## config.mk

```make
export PLATFORM = sky130hd
export DESIGN_NAME = lsu_mem_initiator
export DESIGN_NICKNAME = d
export VERILOG_FILES = /design/src/rtl/lsu_pkg.sv /design/src/rtl/lsu_load_ext.sv /design/src/rtl/lsu_mem_initiator.sv
export SDC_FILE = /design/constraint.sdc
export NUM_CORES = 1
export LEC_CHECK = 0
export CORE_ASPECT_RATIO = 2
export CORE_MARGIN = 2
export CORE_UTILIZATION = 32
export CTS_CLUSTER_SIZE = 16
export DETAILED_ROUTE_END_ITERATION = 10
export DONT_BUFFER_PORTS = 1
export HOLD_SLACK_MARGIN = 0.1
export PLACE_DENSITY_LB_ADDON = 0.3
export SLEW_MARGIN = 5
export SYNTH_ARGS = -nofsm -noshare
export SYNTH_HDL_FRONTEND = slang
export SYNTH_SLANG_ARGS = --single-unit
```

## constraint.sdc

```tcl
create_clock -name clock -period 2.28 [get_ports clock]
set_input_delay 0.456 -clock clock [delete_from_list [all_inputs] [get_ports clock]]
set_output_delay 0.456 -clock clock [all_outputs]
set_load 0.005 [all_outputs]
```

## src/rtl/lsu_pkg.sv

```systemverilog
// Shared constants and decode helpers for the load/store memory initiator.
package lsu_pkg;

  // FSM encodings
  localparam logic [1:0] ST_IDLE   = 2'd0;
  localparam logic [1:0] ST_ACCESS = 2'd1;
  localparam logic [1:0] ST_DONE   = 2'd2;

  // RV32I load funct3 codes
  localparam logic [2:0] F3_LB  = 3'b000;
  localparam logic [2:0] F3_LH  = 3'b001;
  localparam logic [2:0] F3_LW  = 3'b010;
  localparam logic [2:0] F3_LBU = 3'b100;
  localparam logic [2:0] F3_LHU = 3'b101;

  // RV32I store funct3 codes
  localparam logic [2:0] F3_SB  = 3'b000;
  localparam logic [2:0] F3_SH  = 3'b001;
  localparam logic [2:0] F3_SW  = 3'b010;

  // Access lengths in bytes
  localparam logic [2:0] LEN_B  = 3'd1;
  localparam logic [2:0] LEN_H  = 3'd2;
  localparam logic [2:0] LEN_W  = 3'd4;

  // Width decode shared by loads and stores; 0 marks an unusable width code.
  function automatic logic [2:0] f3_len(input logic [2:0] f3);
    logic [2:0] len;
    case (f3[1:0])
      2'b00:   len = LEN_B;
      2'b01:   len = LEN_H;
      2'b10:   len = LEN_W;
      default: len = 3'd0;
    endcase
    return len;
  endfunction

  function automatic logic is_load_f3(input logic [2:0] f3);
    logic ok;
    case (f3)
      F3_LB, F3_LH, F3_LW, F3_LBU, F3_LHU: ok = 1'b1;
      default:                             ok = 1'b0;
    endcase
    return ok;
  endfunction

  function automatic logic is_store_f3(input logic [2:0] f3);
    logic ok;
    case (f3)
      F3_SB, F3_SH, F3_SW: ok = 1'b1;
      default:             ok = 1'b0;
    endcase
    return ok;
  endfunction

  // Natural alignment check on the two low address bits.
  function automatic logic misaligned(input logic [1:0] addr_lo, input logic [2:0] len);
    logic bad;
    case (len)
      LEN_H:   bad = addr_lo[0];
      LEN_W:   bad = |addr_lo;
      default: bad = 1'b0;
    endcase
    return bad;
  endfunction

endpackage

```

## src/rtl/lsu_load_ext.sv

```systemverilog
// Combinational width select and sign/zero extension keyed by RV32I funct3.
// Also used with the unsigned load codes to mask store data to its width.
module lsu_load_ext
  import lsu_pkg::*;
(
  input  logic [31:0] data,
  input  logic [2:0]  funct3,
  output logic [31:0] ext
);

  // Select byte/half/word and fill the upper bits
  always_comb begin
    case (funct3)
      F3_LB:   ext = {{24{data[7]}}, data[7:0]};
      F3_LH:   ext = {{16{data[15]}}, data[15:0]};
      F3_LBU:  ext = {24'd0, data[7:0]};
      F3_LHU:  ext = {16'd0, data[15:0]};
      default: ext = data;
    endcase
  end

endmodule

```

## src/rtl/lsu_mem_initiator.sv

```systemverilog
// Load/store initiator: accepts one request, drives the memory port for
// MEM_LATENCY cycles, then returns extended load data or an error response.
module lsu_mem_initiator
  import lsu_pkg::*;
#(
  parameter int MEM_LATENCY = 1
) (
  input  logic        clock,
  input  logic        reset,
  input  logic        in_valid,
  output logic        in_ready,
  input  logic        in_isLoad,
  input  logic        in_isStore,
  input  logic [31:0] in_addr,
  input  logic [2:0]  in_funct3,
  input  logic [31:0] in_wdata,
  output logic        out_valid,
  input  logic        out_ready,
  output logic [31:0] out_rdata,
  output logic        out_err,
  output logic        mem_isLoad,
  output logic        mem_isStore,
  output logic [31:0] mem_addr,
  output logic [31:0] mem_len,
  output logic [31:0] mem_wdata,
  input  logic [31:0] mem_rdata
);

  localparam logic [3:0] LAT_INIT = 4'(MEM_LATENCY - 1);

  logic [1:0]  state_q, state_d;
  logic [3:0]  cnt_q, cnt_d;
  logic        is_load_q, is_load_d;
  logic [2:0]  f3_q, f3_d;
  logic        out_valid_q, out_valid_d;
  logic        out_err_q, out_err_d;
  logic [31:0] out_rdata_q, out_rdata_d;
  logic        mem_load_q, mem_load_d;
  logic        mem_store_q, mem_store_d;
  logic [31:0] mem_addr_q, mem_addr_d;
  logic [2:0]  mem_len_q, mem_len_d;
  logic [31:0] mem_wdata_q, mem_wdata_d;

  logic        in_ready_s;
  logic        accept_s;
  logic [2:0]  req_len_s;
  logic        f3_ok_s;
  logic        req_ok_s;
  logic [31:0] store_data_s;
  logic [31:0] load_data_s;

  assign in_ready_s = (state_q == ST_IDLE) && !reset;
  assign accept_s   = in_valid && in_ready_s;

  // Store data masked to its width through the unsigned extension codes
  lsu_load_ext u_store_mask (
    .data   (in_wdata),
    .funct3 ({1'b1, in_funct3[1:0]}),
    .ext    (store_data_s)
  );

  // Load data extension from the captured funct3
  lsu_load_ext u_load_ext (
    .data   (mem_rdata),
    .funct3 (f3_q),
    .ext    (load_data_s)
  );

  // Request legality: exactly one of load/store, legal funct3, aligned address
  always_comb begin
    req_len_s = f3_len(in_funct3);
    if (in_isLoad && !in_isStore) begin
      f3_ok_s = is_load_f3(in_funct3);
    end else if (in_isStore && !in_isLoad) begin
      f3_ok_s = is_store_f3(in_funct3);
    end else begin
      f3_ok_s = 1'b0;
    end
    req_ok_s = f3_ok_s && !misaligned(in_addr[1:0], req_len_s);
  end

  // FSM next-state and registered-output next values
  always_comb begin
    state_d     = state_q;
    cnt_d       = cnt_q;
    is_load_d   = is_load_q;
    f3_d        = f3_q;
    out_valid_d = out_valid_q;
    out_err_d   = out_err_q;
    out_rdata_d = out_rdata_q;
    mem_load_d  = mem_load_q;
    mem_store_d = mem_store_q;
    mem_addr_d  = mem_addr_q;
    mem_len_d   = mem_len_q;
    mem_wdata_d = mem_wdata_q;
    case (state_q)
      ST_IDLE: begin
        if (accept_s && req_ok_s) begin
          state_d     = ST_ACCESS;
          cnt_d       = LAT_INIT;
          is_load_d   = in_isLoad;
          f3_d        = in_funct3;
          mem_addr_d  = in_addr;
          mem_len_d   = req_len_s;
          mem_wdata_d = in_isStore ? store_data_s : 32'd0;
          mem_load_d  = in_isLoad;
          mem_store_d = in_isStore;
        end else if (accept_s) begin
          // Bad request: answer immediately, memory is never touched
          state_d     = ST_DONE;
          out_valid_d = 1'b1;
          out_err_d   = 1'b1;
          out_rdata_d = 32'd0;
        end else begin
          state_d = ST_IDLE;
        end
      end
      ST_ACCESS: begin
        // The write strobe lives only in the first access cycle
        mem_store_d = 1'b0;
        if (cnt_q == 4'd0) begin
          state_d     = ST_DONE;
          mem_load_d  = 1'b0;
          out_valid_d = 1'b1;
          out_err_d   = 1'b0;
          out_rdata_d = is_load_q ? load_data_s : 32'd0;
        end else begin
          cnt_d = cnt_q - 4'd1;
        end
      end
      ST_DONE: begin
        if (out_ready) begin
          state_d     = ST_IDLE;
          out_valid_d = 1'b0;
          out_err_d   = 1'b0;
          out_rdata_d = 32'd0;
        end else begin
          state_d = ST_DONE;
        end
      end
      default: begin
        state_d     = ST_IDLE;
        out_valid_d = 1'b0;
        mem_load_d  = 1'b0;
        mem_store_d = 1'b0;
      end
    endcase
  end

  // State and output registers with synchronous reset
  always_ff @(posedge clock) begin
    if (reset) begin
      state_q     <= ST_IDLE;
      cnt_q       <= 4'd0;
      is_load_q   <= 1'b0;
      f3_q        <= 3'd0;
      out_valid_q <= 1'b0;
      out_err_q   <= 1'b0;
      out_rdata_q <= 32'd0;
      mem_load_q  <= 1'b0;
      mem_store_q <= 1'b0;
      mem_addr_q  <= 32'd0;
      mem_len_q   <= 3'd0;
      mem_wdata_q <= 32'd0;
    end else begin
      state_q     <= state_d;
      cnt_q       <= cnt_d;
      is_load_q   <= is_load_d;
      f3_q        <= f3_d;
      out_valid_q <= out_valid_d;
      out_err_q   <= out_err_d;
      out_rdata_q <= out_rdata_d;
      mem_load_q  <= mem_load_d;
      mem_store_q <= mem_store_d;
      mem_addr_q  <= mem_addr_d;
      mem_len_q   <= mem_len_d;
      mem_wdata_q <= mem_wdata_d;
    end
  end

  assign in_ready    = in_ready_s;
  assign out_valid   = out_valid_q;
  assign out_rdata   = out_rdata_q;
  assign out_err     = out_err_q;
  assign mem_isLoad  = mem_load_q;
  assign mem_isStore = mem_store_q;
  assign mem_addr    = mem_addr_q;
  assign mem_len     = {29'd0, mem_len_q};
  assign mem_wdata   = mem_wdata_q;

endmodule

```

-- Word-level counts from Yosys, hierarchy flattened
Index checks and enable logic that the tools add are counted.
- register bits after elaboration: 113
- bits of input ports: 105
- output and inout bits: 133
- logic and storage cells: 94
- add/subtract/negate cells: 1
- equal/unequal tests: 19
- mux-type cells: 34
- bitwise gates (word level): 1
- reductions and logical operators: 27
- operators with widths (cell ; count):
    $mux W32 ; 6
    $pmux W32 S3 ; 2
    $pmux W32 S4 ; 1
    $eq A3 B3 Y1 const B ; 5
    $mux W1 ; 11
    $ne A2 B2 Y1 const B ; 5
    $logic_not A3 Y1 ; 3
    $pmux W1 S3 ; 3
    $pmux W3 S3 ; 1
    $mux W2 ; 4
    $mux W4 ; 2
    $pmux W4 S2 ; 1
    $eq A3 B1 Y1 const B ; 2
    $eq A3 B2 Y1 const B ; 2
    $logic_and A1 B1 Y1 ; 6
    $pmux W2 S3 ; 1
    $reduce_and A3 Y1 ; 2
    $reduce_and A5 Y1 ; 1
    $reduce_or A5 Y1 ; 1
    $eq A2 B1 Y1 const B ; 2
    $eq A2 B2 Y1 const B ; 2
    $logic_not A1 Y1 ; 4
    $logic_not A2 Y1 ; 2
    $logic_not A4 Y1 ; 1
    10 further kinds ; 12

-- Logic depth before layout (Yosys ltp)
- word-level depth: 9
- depth in mapped cells: 10
- depth with buffers taken out: 7

-- Hierarchy
Synthesis repeated with hierarchy kept, for this count alone.
- cell total of the unflattened synthesis: 719
- area, all modules: 5574.1 um^2
- by module, submodules not included (module ; times used ; cells each ; area each (um^2) ; sequential area each (um^2)):
    lsu_mem_initiator ; 1 ; 585 ; 4863.4 ; 2262.2
    lsu_load_ext ; 2 ; 67 ; 355.3 ; 0.0

-- Worst setup path before layout
Ideal clock, no wire load.
- path kind: input -> register
- start point: input port in_funct3[0]
- end point: register out_rdata_q[14], in the netlist out_rdata[14]
- library setup time: 0.121 ns
- data arrival time: 2.264 ns
- data required time: 2.159 ns
- path slack: -0.106 ns
- stages: 8
- path buffers: 2
- path through: inv_1 -> ha_1 -> o32a_1 -> a311o_1 -> a211o_1 -> buf_6 -> buf_6 -> mux2_4
- word-level cells in the longest chain between the ends: 9
- elaborated cells between the ends (all ways): 23
- classes of those cells: 9 x eq/ne; 6 x mux; 8 x reduce/logical
- ends and longest elaborated chain (what ; line ; text):
    start, declared ; lsu_mem_initiator.sv:15 ; input logic [2:0] in_funct3,
    $eq A2 B2 Y1 (tied with other cells) ; lsu_pkg.sv:29 ; case (f3[1:0])
    $pmux W3 S3 / $reduce_or A3 Y1 (equally long branches) ; lsu_pkg.sv:29, lsu_pkg.sv:49 ;
    $eq A3 B3 Y1 (tied with other cells) ; lsu_pkg.sv:59 ; case (len)
    $pmux W1 S2 / $mux W1 (equally long branches) ; lsu_pkg.sv:59, lsu_mem_initiator.sv:74 ;
    $logic_not A1 Y1 / $mux W1 (equally long branches) ; lsu_mem_initiator.sv:79, lsu_mem_initiator.sv:72 ;
    $logic_and A1 B1 Y1 * ; lsu_mem_initiator.sv:79 ; req_ok_s = f3_ok_s && !misaligned(in_addr[1:0], req_len_s);
    $logic_and A1 B1 Y1 * ; lsu_mem_initiator.sv:98 ; if (accept_s && req_ok_s) begin
    $ne A2 B2 Y1 (no source line) * ; n/a ;
    $reduce_and A5 Y1 (no source line) * ; n/a ;
    end signal, assigned ; lsu_mem_initiator.sv:172 ; out_rdata_q <= out_rdata_d;
    end, declared ; lsu_mem_initiator.sv:37 ; logic [31:0] out_rdata_q, out_rdata_d;
Every way passes the cells marked *; elsewhere a longest branch is shown, timed or not.
A chain may end at the register's enable or synchronous reset.

-- Worst setup path in the final report
- start point: register cnt_q[0]
- end point: register out_rdata_q[30], in the netlist out_rdata[30]
- word-level cells in the longest chain between the ends: 3
- ends and longest elaborated chain (what ; line ; text):
    start, declared ; lsu_mem_initiator.sv:32 ; logic [3:0] cnt_q, cnt_d;
    start signal, assigned ; lsu_mem_initiator.sv:167 ; cnt_q <= cnt_d;
    $logic_not A4 Y1 ; lsu_mem_initiator.sv:121 ; if (cnt_q == 4'd0) begin
    $ne A2 B2 Y1 (no source line) ; n/a ;
    $reduce_and A5 Y1 (no source line) ; n/a ;
No other way between the ends.

==> results_dict.tcl <==
set metrics [dict create \
    synth_top_cell_by_area "dfxtp_1" \
    drc 0 \
    synth-seq-area-share_pct 45.21 \
    die-area_sq_mm 0.01671 \
    fillers 1557 \
    place.gp.congestion 0.7499 \
    dr.pass1.iters 6 \
    area_growth_pct 16.43 \
    rsz0062_at_grt "false" \
    cts_htree_levels 4 \
    synth-seq-cells 113 \
    crit_fanout 16 \
    yosysWarnings 0 \
    fmax_mhz 476.9 \
    num-nets-final 719 \
    vias 4053 \
    fin_skew_ns 0.006508 \
    clock_path_buffers 2 \
    hold_viol 0 \
    drv_slew 0 \
    wl_per_cell_um 16.39 \
    critical_path_class "flop to flop" \
    drv_cap 0 \
    worst_setup_path_start_kind "flop" \
    grt_first_pass_wirelength_um 20500 \
    critPathLaunch "cnt_q[0]$_SDFFE_PP0P_" \
    grt_pass1_vias 4035 \
    drtIter0Drc 141 \
    numCtsBuffers 17 \
    r2r-start "cnt_q[0]$_SDFFE_PP0P_" \
    status "finished clean" \
    pin_count 238 \
    yosys.area.top_type_share_pct 45.21 \
    diodes 0 \
    ant_nets 0 \
    path_cells "inv_1 > ha_1 > inv_1 > o31ai_2 > o21ai_0 > buf_4 > a211oi_4 > buf_12 > mux2i_1" \
    stdcell_count 812 \
    post-route-period-util_pct 91.97 \
    async_flop_share_pct 0 \
    layout-drive-gt1-share_pct 12.05 \
    required_ns 2.61 \
    cts_num_sinks 113 \
    die-height_um 180.8 \
    setup_tns_ns 0 \
    setup_viol 0 \
    fp-row-count 64 \
    hold_class "input pin to flop" \
    root_buffer "clkbuf_16" \
    clock_latency_ns 0.41 \
    syn_inst 603 \
    placed_cells 778 \
    cellPowerDensity_mw_per_mm2 855.3 \
    cts_setup_buffers 0 \
    endpoint_kind "flop" \
    place_ws_ns -0.08339 \
    setup_ws_ns 0.1831 \
    synth_edf_count 0 \
    synth_area_leaders "dfxtp_1 45%, nand2_1 9.3%, a21oi_1 8.6%" \
    viasPerCell 4.991 \
    min_period_ns 2.097 \
    cts_tree "done" \
    drt_wl_total_um 13310 \
    grt_start_max_net_pins 122 \
    io_buffers 0 \
    ir_drop_v 0.0004729 \
    finalPower_uw 4983 \
    max_stage_delay_ns 0.36 \
    synth_ff_type "dfxtp_1" \
    grt_usage_pct 15.56 \
    postSynthAreaPerCell_sq_um 8.298 \
    dp_hpwl_um 9577 \
    cpMaxStageDelayCell "dfxtp_1" \
    die_x_um 92.42 \
    initial_core_util_pct 32.71 \
    critPathArrivalTime_ns 2.43 \
    clkTransAtPathRegs_ns 0.05 \
    core-area_sq_mm 0.01529 \
    synth.distinct_cells 43 \
    final_common_cell "nand2_1" \
    grt.overflow.total 0 \
    antenna_found_initial 0 \
    layout_common_cells "124 x nand2_1, 113 x dfxtp_1, 86 x a21oi_1" \
    path_common_cell "inv_1" \
    power.leakage_uw 0.002109 \
    hp-start "reset" \
    synth.cell_area_sq_mm 0.005004 \
]
[routing by layer]
layer	routed length (um)	vias to the layer above	share of wire, %	global-route usage [%]
li1	-	1964	-	-
met1	4523	1894	34	14.16
met2	7325	173	55	29.40
met3	1055	22	7.9	5.088
met4	401	0	3.0	8.478
met5	0	-	0	0
[worst paths after layout]
kind / end / slack [ns] / depth (start not counted)
worst min-delay path: mem_isLoad$_SDFFE_PP0P_ / 0.14 / 1
worst min register to register: is_load_q$_SDFFE_PP0P_ / 0.46 / 2
worst max register to register: out_rdata[30]$_SDFFE_PP0P_ / 0.18 / 9
worst max-delay path: out_rdata[30]$_SDFFE_PP0P_ / 0.18 / 9
[cells in the mapped netlist, types with 11 or more instances]
cell,instances
buf_4,31
nand2b_1,24
nor2b_1,11
a21oi_1,86
mux2i_1,25
nand3_1,36
nand2_1,124
clkbuf_1,33
dfxtp_1,113
inv_1,12
ha_1,13
o21ai_0,29
[registers in the layout (all words and copies together), names as in the netlist]
register,cells
cnt_q,4
f3_q,3
is_load_q,1
mem_addr,32
mem_isLoad,1
mem_isStore,1
mem_len_q,3
mem_wdata,32
out_err,1
out_rdata,32
out_valid,1
state_q,2
[logic make-up after synthesis]
| kind of cell | Yosys count | synth area share (%) |
|---|---|---|
| buf+inv | 85 | 9.102 |
| compound gates | 137 | 15.05 |
| other cells | 1 | 0.07495 |
| simple gates | 219 | 19.91 |
| flops | 113 | 45.21 |
| fa+ha+maj | 13 | 3.251 |
| mux | 35 | 7.402 |
[timing repair]
action / 4_1_cts / 5_1_grt
gates resized for setup: 0 / 0
hold endpoints to repair: 0 / 1
hold buffers: 0 / 2
[per-stage QoR]
stage	area (sq um)	util [%]	hold slack (ns)
2_1_floorplan	5155	-	0.4366
3_3_place_gp	5205	34.03	0.4391
3_5_place_dp	5205	34.03	0.4493
4_1_cts	5806	37.96	0.1001
5_1_grt	5826	38.09	0.1061
6_report	5826	38.09	0.1398
[worst max-delay path: cells and delay by family, from the launching register on]
family	cells	cell delay, ns
mux	1	0.21
flops	1	0.36
compound gates	3	0.68
fa+ha+maj	1	0.18
buf+inv	4	0.59
[report_power, final]
| group | switching (uW) | leakage, uW | total [uW] | internal [uW] |
|---|---|---|---|---|
| Combinational | 165 | 0.000896 | 300 | 135 |
| Clock | 913 | 0.000301 | 2650 | 1740 |
| Sequential | 25.0 | 0.000912 | 2030 | 2000 |
[cell type report]
type                            count  area, sq um  area share [%]
Tap cell                          198        247.7           4.253
Clock buffer                       22        494.2           8.484
Clock inverter                     10        106.4           1.826
Timing Repair Buffer               24        222.7           3.823
Sequential cell                   113         2262           38.83
Multi-Input combinational cell    433         2432           41.75
Inverter                           12        60.06           1.031
Note: power is estimated with default switching activity, not from simulation.
==> patch: new RTL, config.mk and constraints unchanged <==
Put one more register stage on the output `out_err`, with the module's reset. The value now appears one clock later. The other outputs are not delayed to match.
--- a/src/rtl/lsu_mem_initiator.sv
+++ b/src/rtl/lsu_mem_initiator.sv
@@ -181,7 +181,13 @@
   assign in_ready    = in_ready_s;
   assign out_valid   = out_valid_q;
   assign out_rdata   = out_rdata_q;
-  assign out_err     = out_err_q;
+  always_ff @(posedge clock) begin
+    if (reset) begin
+      out_err <= '0;
+    end else begin
+      out_err <= out_err_q;
+    end
+  end
   assign mem_isLoad  = mem_load_q;
   assign mem_isStore = mem_store_q;
   assign mem_addr    = mem_addr_q;
Behaviour: not the same (a bounded check fails within 4 cycles, from zero or initial values and one cycle with reset high).
==> patch against the unedited design <==
Hold slack worse by 0.0092 ns; synthesized cell count is 0.50% higher; sequential cell count is 1 higher; first-iteration DRC count is 23% lower; synthesized area is 1.0% higher; total power is 5.2% higher; sequential share of layout area is 0.25 points lower; routed wire length is 3.5% lower; worst setup slack worse by 0.011 ns; cell count is 1.1% higher; final area is 1.6% higher.
==> patch: results (changes against the unedited design) <==
stage;metric;value;unit;change
status;status;completed;;
yosys;synth.top_cells.by_count;nand2_1 (144), dfxtp_1 (114), a21oi_1 (77);;
placed_design;preCtsSetupSlack;0.0468;ns;+0.130 ns
finish;final_cells;821;;+1.1%
yosys;postSynthAreaPerCell;8.34;µm²;+0.53%
yosys;yosys.area_share.adder;3.22;%;-0.033 points
global_routing;grt_pass1_wl;20000;µm;-2.5%
yosys;ys_types;49;;+14%
global_routing;grt_max_degree;90;;-26%
route;firstDrtPassIters;4;;-2
power;power_leakage;2.17;nW;+2.7%
yosys;synth.area.top_cells;dfxtp_1 (45%), nand2_1 (11%), a21oi_1 (7.6%), mux2i_1 (5.0%), buf_4 (4.8%);;
critical_path;cp_slowest_cell;dfxtp_2;;
route;vias;4109;;+1.4%
yosys;ys_seq_area_share;45.1;%;-0.063 points
placed_design;dp_hpwl;8690;µm;-9.2%
global_routing;grt_use_total;14.8;%;-0.79 points
critical_path;crit_path_end;out_rdata[26];;
timing;layout_min_cycle_time;2.11;ns;+0.0106 ns
yosys;synth_compound_area_share;16.7;%;+1.6 points
route;drtIter0Drc;108;;-23%
finish;num-nets-final;726;;+0.97%
placed_design;placed_cell_area;5250;µm²;+0.87%
route;wl_per_cell;15.6;µm;-4.6%
critical_path;critical-path-max-stage-delay;0.38;ns;+0.02 ns
timing;fin_skew;0.00904;ns;+0.00254 ns
finish;fillers;1630;;+4.7%
finish;drive_above_1_share;10.8;%;-1.2 points
## patch: cell types whose count changed in the layout (fill, tap and decap cells not counted), sizes merged, moves of 3 or more
cell / delta
nand3: -9
and3: +4
a31oi: +3
a21oi: -9
nand2b: -22
o31a: +7
nand2: +20
nor2: +5
and2: -3
clkinv: -5
## patch: where the power goes
part | internal, W | switching, W
combinational | 0.000137 | 0.000195
clock | 0.00194 | 0.000928
sequential | 0.00202 | 0.0000229
## patch: kinds of logic (layout without fill, tap and decap cells)
family / count (synthesis) / count (layout)
DFF: 114 / 114
muxes: 34 / 34
adders and majority gates: 13 / 13
other: 1 / 29
buffers and inverters: 83 / 69
AOI/OAI and AO/OA: 143 / 143
and+or+nand+nor: 218 / 218
## patch: metal layers
metal  GRT usage, %  up-vias  wire length, µm
met3           7.22       16             1540
met5              0        -                0
met1           17.6     1910             5280
li1               -     1991                -
met4           4.82        0              159
met2           23.1      192             5860
## patch: worst min-delay path by stage
stage              start           to  slack [ns]  depth (start not counted)
4_1_cts            reset  mem_addr[5]        0.10                          1
3_3_place_gp   out_err_q      out_err        0.45                          1
2_1_floorplan    f3_q[2]      f3_q[2]        0.44                          2
6_report           reset      f3_q[0]        0.13                          1
3_5_place_dp   out_err_q      out_err        0.46                          1
5_1_grt            reset  mem_addr[3]        0.11                          1
## patch: repair_timing
action,CTS,global route
hold endpoints to repair,3,1
hold buffers,1,2
endpoints found under the setup margin,0,1
gates resized for setup,0,1
## patch: area by class of cell
cell class	instances	area (µm²)	area share [%]
flip-flops and latches	114	2280	38.6
well taps	201	251	4.25
repair buffers	26	265	4.48
multi-input cells	437	2440	41.2
clock buffers	22	484	8.18
inverters	12	45.0	0.761
clock inverters	9	153	2.58
